--- config.mk ---
export PLATFORM = sky130hd
export DESIGN_NAME = seven_seg_ctrl_flat
export DESIGN_NICKNAME = d
export VERILOG_FILES = /design/src/rtl/seven_seg_ctrl_if.sv /design/src/rtl/seven_seg_ctrl.sv /design/src/flat_wrapper.sv
export SDC_FILE = /design/constraint.sdc
export NUM_CORES = 1
export LEC_CHECK = 0
export BUFFER_PORTS_ARGS = -buffer_cell sky130_fd_sc_hd__buf_2
export CAP_MARGIN = 5
export CORE_ASPECT_RATIO = 0.75
export CORE_MARGIN = 2
export CORE_UTILIZATION = 51
export CTS_CLUSTER_SIZE = 25
export DETAILED_ROUTE_END_ITERATION = 10
export MAX_ROUTING_LAYER = met4
export PLACE_DENSITY = 0.78
export RECOVER_POWER = 50
export SKIP_CTS_REPAIR_TIMING = 1
export SLEW_MARGIN = 25
export SYNTH_ARGS = -nofsm -noshare
export SYNTH_HDL_FRONTEND = slang
export SYNTH_SLANG_ARGS = --single-unit
--- constraint.sdc ---
create_clock -name clk -period 1.85 [get_ports clk]
set_input_delay 0 -clock clk [delete_from_list [all_inputs] [get_ports clk]]
set_output_delay 0 -clock clk [all_outputs]
set_load 0.01 [all_outputs]
--- src/rtl/seven_seg_ctrl_if.sv ---
// CPU I/O bus bundle for the seven-segment display controller.
// The bus is a simple req/ack handshake with a one-cycle acknowledge.
interface seven_seg_ctrl_if;
    logic [1:0]  bus_addr;
    logic [31:0] bus_wdata;
    logic        bus_we;
    logic        bus_re;
    logic [31:0] bus_rdata;
    logic        bus_ack;

    modport master (
        output bus_addr, bus_wdata, bus_we, bus_re,
        input  bus_rdata, bus_ack
    );

    modport slave (
        input  bus_addr, bus_wdata, bus_we, bus_re,
        output bus_rdata, bus_ack
    );
endinterface

--- src/rtl/seven_seg_ctrl.sv ---
// Bus front end for the four-digit seven-segment display: DATA/CTRL/STATUS
// registers behind a req/ack handshake, plus the digit scan and half-toggle timers.
module seven_seg_ctrl #(
    parameter int SCAN_DIV = 2,
    parameter int HALF_DIV = 6
) (
    input  logic                 clk,
    input  logic                 rst_n,
    seven_seg_ctrl_if.slave      bus,
    output logic [31:0]          display_code,
    output logic [1:0]           sw,
    output logic [1:0]           scanning
);

    typedef enum logic [1:0] {IDLE, ACK, HOLD} state_t;

    state_t                state;
    state_t                state_next;
    logic                  access;
    logic                  ack_c;
    logic                  do_write;
    logic                  do_read;
    logic [31:0]           read_value;
    logic [31:0]           data_reg;
    logic [2:0]            ctrl_reg;
    logic [31:0]           rdata_reg;
    logic [SCAN_DIV+1:0]   scan_cnt;
    logic [HALF_DIV-1:0]   half_cnt;
    logic                  half_tgl;
    logic [15:0]           frame_cnt;

    always_ff @(posedge clk) begin
        if (!rst_n) state <= IDLE;
        else        state <= state_next;
    end

    // HOLD swallows a request that is still asserted after its ack, so one
    // held request is never serviced twice.
    always_comb begin
        state_next = state;
        access     = 1'b0;
        ack_c      = 1'b0;
        case (state)
            IDLE: begin
                if (bus.bus_we || bus.bus_re) begin
                    access     = 1'b1;
                    state_next = ACK;
                end
            end
            ACK: begin
                ack_c      = 1'b1;
                state_next = HOLD;
            end
            HOLD: begin
                if (!(bus.bus_we || bus.bus_re)) state_next = IDLE;
            end
            default: state_next = IDLE;
        endcase
    end

    assign do_write = access && bus.bus_we;
    assign do_read  = access && bus.bus_re && !bus.bus_we;

    always_comb begin
        read_value = 32'h0;
        case (bus.bus_addr)
            2'd0:    read_value = data_reg;
            2'd1:    read_value = {29'h0, ctrl_reg};
            2'd2:    read_value = {14'h0, scanning, frame_cnt};
            default: read_value = 32'h0;
        endcase
    end

    // A simultaneous read+write counts as a write and returns zero data.
    always_ff @(posedge clk) begin
        if (!rst_n) begin
            data_reg  <= 32'h0;
            ctrl_reg  <= 3'h0;
            rdata_reg <= 32'h0;
        end else begin
            if (do_write && bus.bus_addr == 2'd0) data_reg <= bus.bus_wdata;
            if (do_write && bus.bus_addr == 2'd1) ctrl_reg <= bus.bus_wdata[2:0];
            if (do_read)
                rdata_reg <= read_value;
            else
                rdata_reg <= 32'h0;
        end
    end

    always_ff @(posedge clk) begin
        if (!rst_n) begin
            scan_cnt  <= '0;
            half_cnt  <= '0;
            half_tgl  <= 1'b0;
            frame_cnt <= 16'h0;
        end else begin
            scan_cnt <= scan_cnt + 1'b1;
            half_cnt <= half_cnt + 1'b1;
            if (&scan_cnt)                  frame_cnt <= frame_cnt + 1'b1;
            if (ctrl_reg[2] && (&half_cnt)) half_tgl  <= ~half_tgl;
        end
    end

    assign scanning      = scan_cnt[SCAN_DIV+1:SCAN_DIV];
    assign display_code  = data_reg;
    assign sw            = {(ctrl_reg[2] ? half_tgl : ctrl_reg[1]), ctrl_reg[0]};
    assign bus.bus_ack   = ack_c;
    assign bus.bus_rdata = rdata_reg;

endmodule

--- src/flat_wrapper.sv ---
// flat-port wrapper written by rule: the top's interface ports become plain ports
module seven_seg_ctrl_flat 
#(
    parameter int SCAN_DIV = 2,
    parameter int HALF_DIV = 6
)
  (clk, rst_n, display_code, sw, scanning, bus_bus_addr, bus_bus_wdata, bus_bus_we, bus_bus_re, bus_bus_rdata, bus_bus_ack);
  seven_seg_ctrl_if bus_i ();
  input  logic clk;
  input  logic rst_n;
  output logic [31:0] display_code;
  output logic [1:0] sw;
  output logic [1:0] scanning;
  input wire logic [$bits(bus_i.bus_addr)-1:0] bus_bus_addr;
  input wire logic [$bits(bus_i.bus_wdata)-1:0] bus_bus_wdata;
  input wire logic [$bits(bus_i.bus_we)-1:0] bus_bus_we;
  input wire logic [$bits(bus_i.bus_re)-1:0] bus_bus_re;
  output wire logic [$bits(bus_i.bus_rdata)-1:0] bus_bus_rdata;
  output wire logic [$bits(bus_i.bus_ack)-1:0] bus_bus_ack;
  assign bus_i.bus_addr = bus_bus_addr;
  assign bus_i.bus_wdata = bus_bus_wdata;
  assign bus_i.bus_we = bus_bus_we;
  assign bus_i.bus_re = bus_bus_re;
  assign bus_bus_rdata = bus_i.bus_rdata;
  assign bus_bus_ack = bus_i.bus_ack;
  seven_seg_ctrl #(.SCAN_DIV(SCAN_DIV), .HALF_DIV(HALF_DIV)) u_core (.clk(clk), .rst_n(rst_n), .bus(bus_i), .display_code(display_code), .sw(sw), .scanning(scanning));
endmodule
==> impl_metrics.yaml <==
power:
  peakVddDrop_v: 0.0004143
  p_leak_nw: 1.915
  p_per_area_mw_per_mm2: 786.9
layout:
  layout_commonest_cell: "dfxtp_1"
  final_cell_mix: "dfxtp_1 (96), nand2_1 (76), clkbuf_1 (70)"
  final_layout_size_suffix_gt1_share_pct: 13.23
  nFillCells: 599
  area_growth_pct: 28.20
  final_cells: 627
  n_antenna_cell: 0
  final_net_count: 566
  finish.utilization_pct: 68.63
hold_path:
  whs_path_depth: 3
  holdCritPathClass: "in2reg"
floorplan:
  initial_utilization_pct: 53.54
  die_x_um: 102.5
  die_area_mm2: 0.007979
  coreArea_mm2: 0.006929
  ios: 107
  die_h_um: 77.86
  row_count: 26
clock_network:
  clock_latency_ps: 340
  cts_max_level: 3
  cts_buffer_depth: 2
  cts_made_buffers: 9
  path_clk_slew_ps: 80
  cts_root_buffer: "clkbuf_8"
  cts_tree: "yes"
  cts.sinks: 96
yosys:
  ys_seq_elements: 96
  yosysWarnings: 0
  yosysSeqAreaShare_pct: 51.80
  syn_nets: 427
  synthCells: 386
  syn-cell-area_mm2: 0.003710
  yosys.cell_types.count: 38
  syn_avg_cell_area_um2: 9.611
drt:
  wirelength_um: 8400
  ant_nets: 0
  wire_per_inst_um: 13.40
  remaining_drc_errors: 0
  vias_per_cell: 4.896
  drtIter0Drc: 112
  via_count: 3070
  first_pass_iters: 4
placement:
  hpwl_um: 5545
  place_congestion: 0.7870
  io_buffers: 106
  dpl.cell_count: 578
setup_path:
  r2r_cells: 5
  r2r_end: "u_core.frame_cnt[12]$_SDFFE_PN0P_"
  cp.required_ps: 2090
  crit_end: "u_core.frame_cnt[12]$_SDFFE_PN0P_"
  startpoint: "u_core.scan_cnt[0]$_SDFF_PN0_"
  regToRegSetupSlack_ps: 160
  arrival_ps: 1930
  worstReg2RegStart: "u_core.scan_cnt[0]$_SDFF_PN0_"
  path_max_fanout: 6
  end_kind: "flip-flop"
  path_class: "reg2reg"
  cp-start-kind: "flip-flop"
sta:
  min_period_ps: 1688
  finalHoldViolCount: 0
  rsz0062_at_grt: "no"
  finalMaxSlewViolations: 0
  tightest_slew_ps: 948.4
  finClkSkew_ps: 7.622
  fmaxAchievable_ghz: 0.5925
  maxSlewHeadroom_pct: 36.77
  holdWs_ps: 59.95
  setup_tns_ps: 0
  fin_crit_sh_pct: 91.23
  setup_viol: 0
grt:
  grt-busiest-layer: "met2"
  grt_util_met3_pct: 5.405
  met2_usage_pct: 31.63
  grt_overflow: 0
  grt_pass1_wl_um: 12370
  grt_use_total_pct: 20.35
  grt_pass1_vias: 2640
  grt_max_degree: 29
  gr-usage-met1_pct: 26.56
  antenna_found_initial: 0
flow_run:
  cap_violations: 0
status:
  status: "finished, final reports clean"
## routing by layer
layer  vias to the layer above  routed length, um
met5                         -                  0
met4                         0                 66
met3                         7                453
met2                        89               3955
li1                       1540                  -
met1                      1434               3924
## Yosys cell counts
master	number	share of area (%)
nand2_1	76	7.7
and3_1	1	0.17
nor4_4	2	1.1
nor3_1	4	0.54
clkbuf_2	1	0.13
nor4_1	1	0.17
nand4_2	1	0.34
nand4_1	1	0.17
mux2_2	1	0.30
nor3b_1	1	0.20
buf_4	3	0.61
and2_1	30	5.1
o21a_1	2	0.40
nor2b_1	8	1.3
a21boi_0	7	1.4
nand3_1	14	1.9
or3_2	1	0.20
o21ai_0	3	0.40
a31oi_1	1	0.17
nand2b_1	4	0.67
nor4b_4	1	0.64
dfxtp_1	96	52
nor2_1	26	2.6
buf_6	3	0.91
clkbuf_1	11	1.1
inv_1	3	0.30
a21oi_1	3	0.40
buf_2	4	0.54
nand4_4	1	0.57
nand3_4	1	0.47
ha_1	3	1.0
xnor2_1	7	1.7
xor2_1	8	1.9
or3_1	2	0.34
nand4b_1	1	0.24
and4_1	1	0.24
mux2i_1	22	5.9
a21boi_1	31	6.3
## stage by stage
stage | area, um2 | setup slack (ps) | power (mW)
6_report | 4756 | 162.3 | 3.742
5_1_grt | 4756 | 51.29 | 3.906
4_1_cts | 4504 | 150.2 | 3.724
3_5_place_dp | 4318 | 151.4 | 2.441
3_3_place_gp | 4318 | 234.0 | 2.436
2_1_floorplan | 3710 | 309.0 | 2.337
## cells by family (layout without fill, tap and decap cells)
kind of cell	count (synthesis)	count (layout)	synth area share, %
adders and majority gates	3	3	1.012
AOI/OAI and AO/OA	47	47	9.072
buffers and inverters	25	168	3.609
and+or+nand+nor	177	177	24.72
DFF	96	96	51.80
xor gates and xnor gates	15	15	3.541
muxes	23	23	6.239
## layout make-up
cell class	count	area, um2	share of cell area (%)
timing repair buffer	150	857.1	18.02
clock inverter	5	58.81	1.237
inverter	3	11.26	0.2368
tap	98	122.6	2.578
multi-input combinational	265	1657	34.83
clock buffer	10	127.6	2.683
sequential	96	1922	40.41
## worst max-delay path, cell delays in order, from the launching register on
cell and delay [ps]:
dfxtp_1 360, ha_1 300, nand4_4 190, nor4_4 400, a31oi_1 130, o21a_1 200
## where the power goes
group          total, mW  switching [mW]  leakage (nW)  internal (mW)
combinational      0.306           0.148          1.05          0.158
sequential          2.14          0.0365         0.776           2.10
clock               1.30           0.677        0.0883          0.618
## worst min-delay path by stage
stage,end,start,slack (ps)
after floorplan,u_core.state[0]$_SDFFE_PN0P_,bus_bus_we,130
after global placement,u_core.display_code[3]$_SDFFE_PN0P_,bus_bus_wdata[3],240
after detailed placement,u_core.state[0]$_SDFFE_PN0P_,bus_bus_re,250
after CTS,u_core.display_code[3]$_SDFFE_PN0P_,bus_bus_wdata[3],-130
after global routing,u_core.ctrl_reg[2]$_SDFFE_PN0P_,bus_bus_addr[0],50
final,u_core.ctrl_reg[0]$_SDFFE_PN0P_,bus_bus_addr[0],60
No activity file was read; power rests on OpenSTA's default activity.
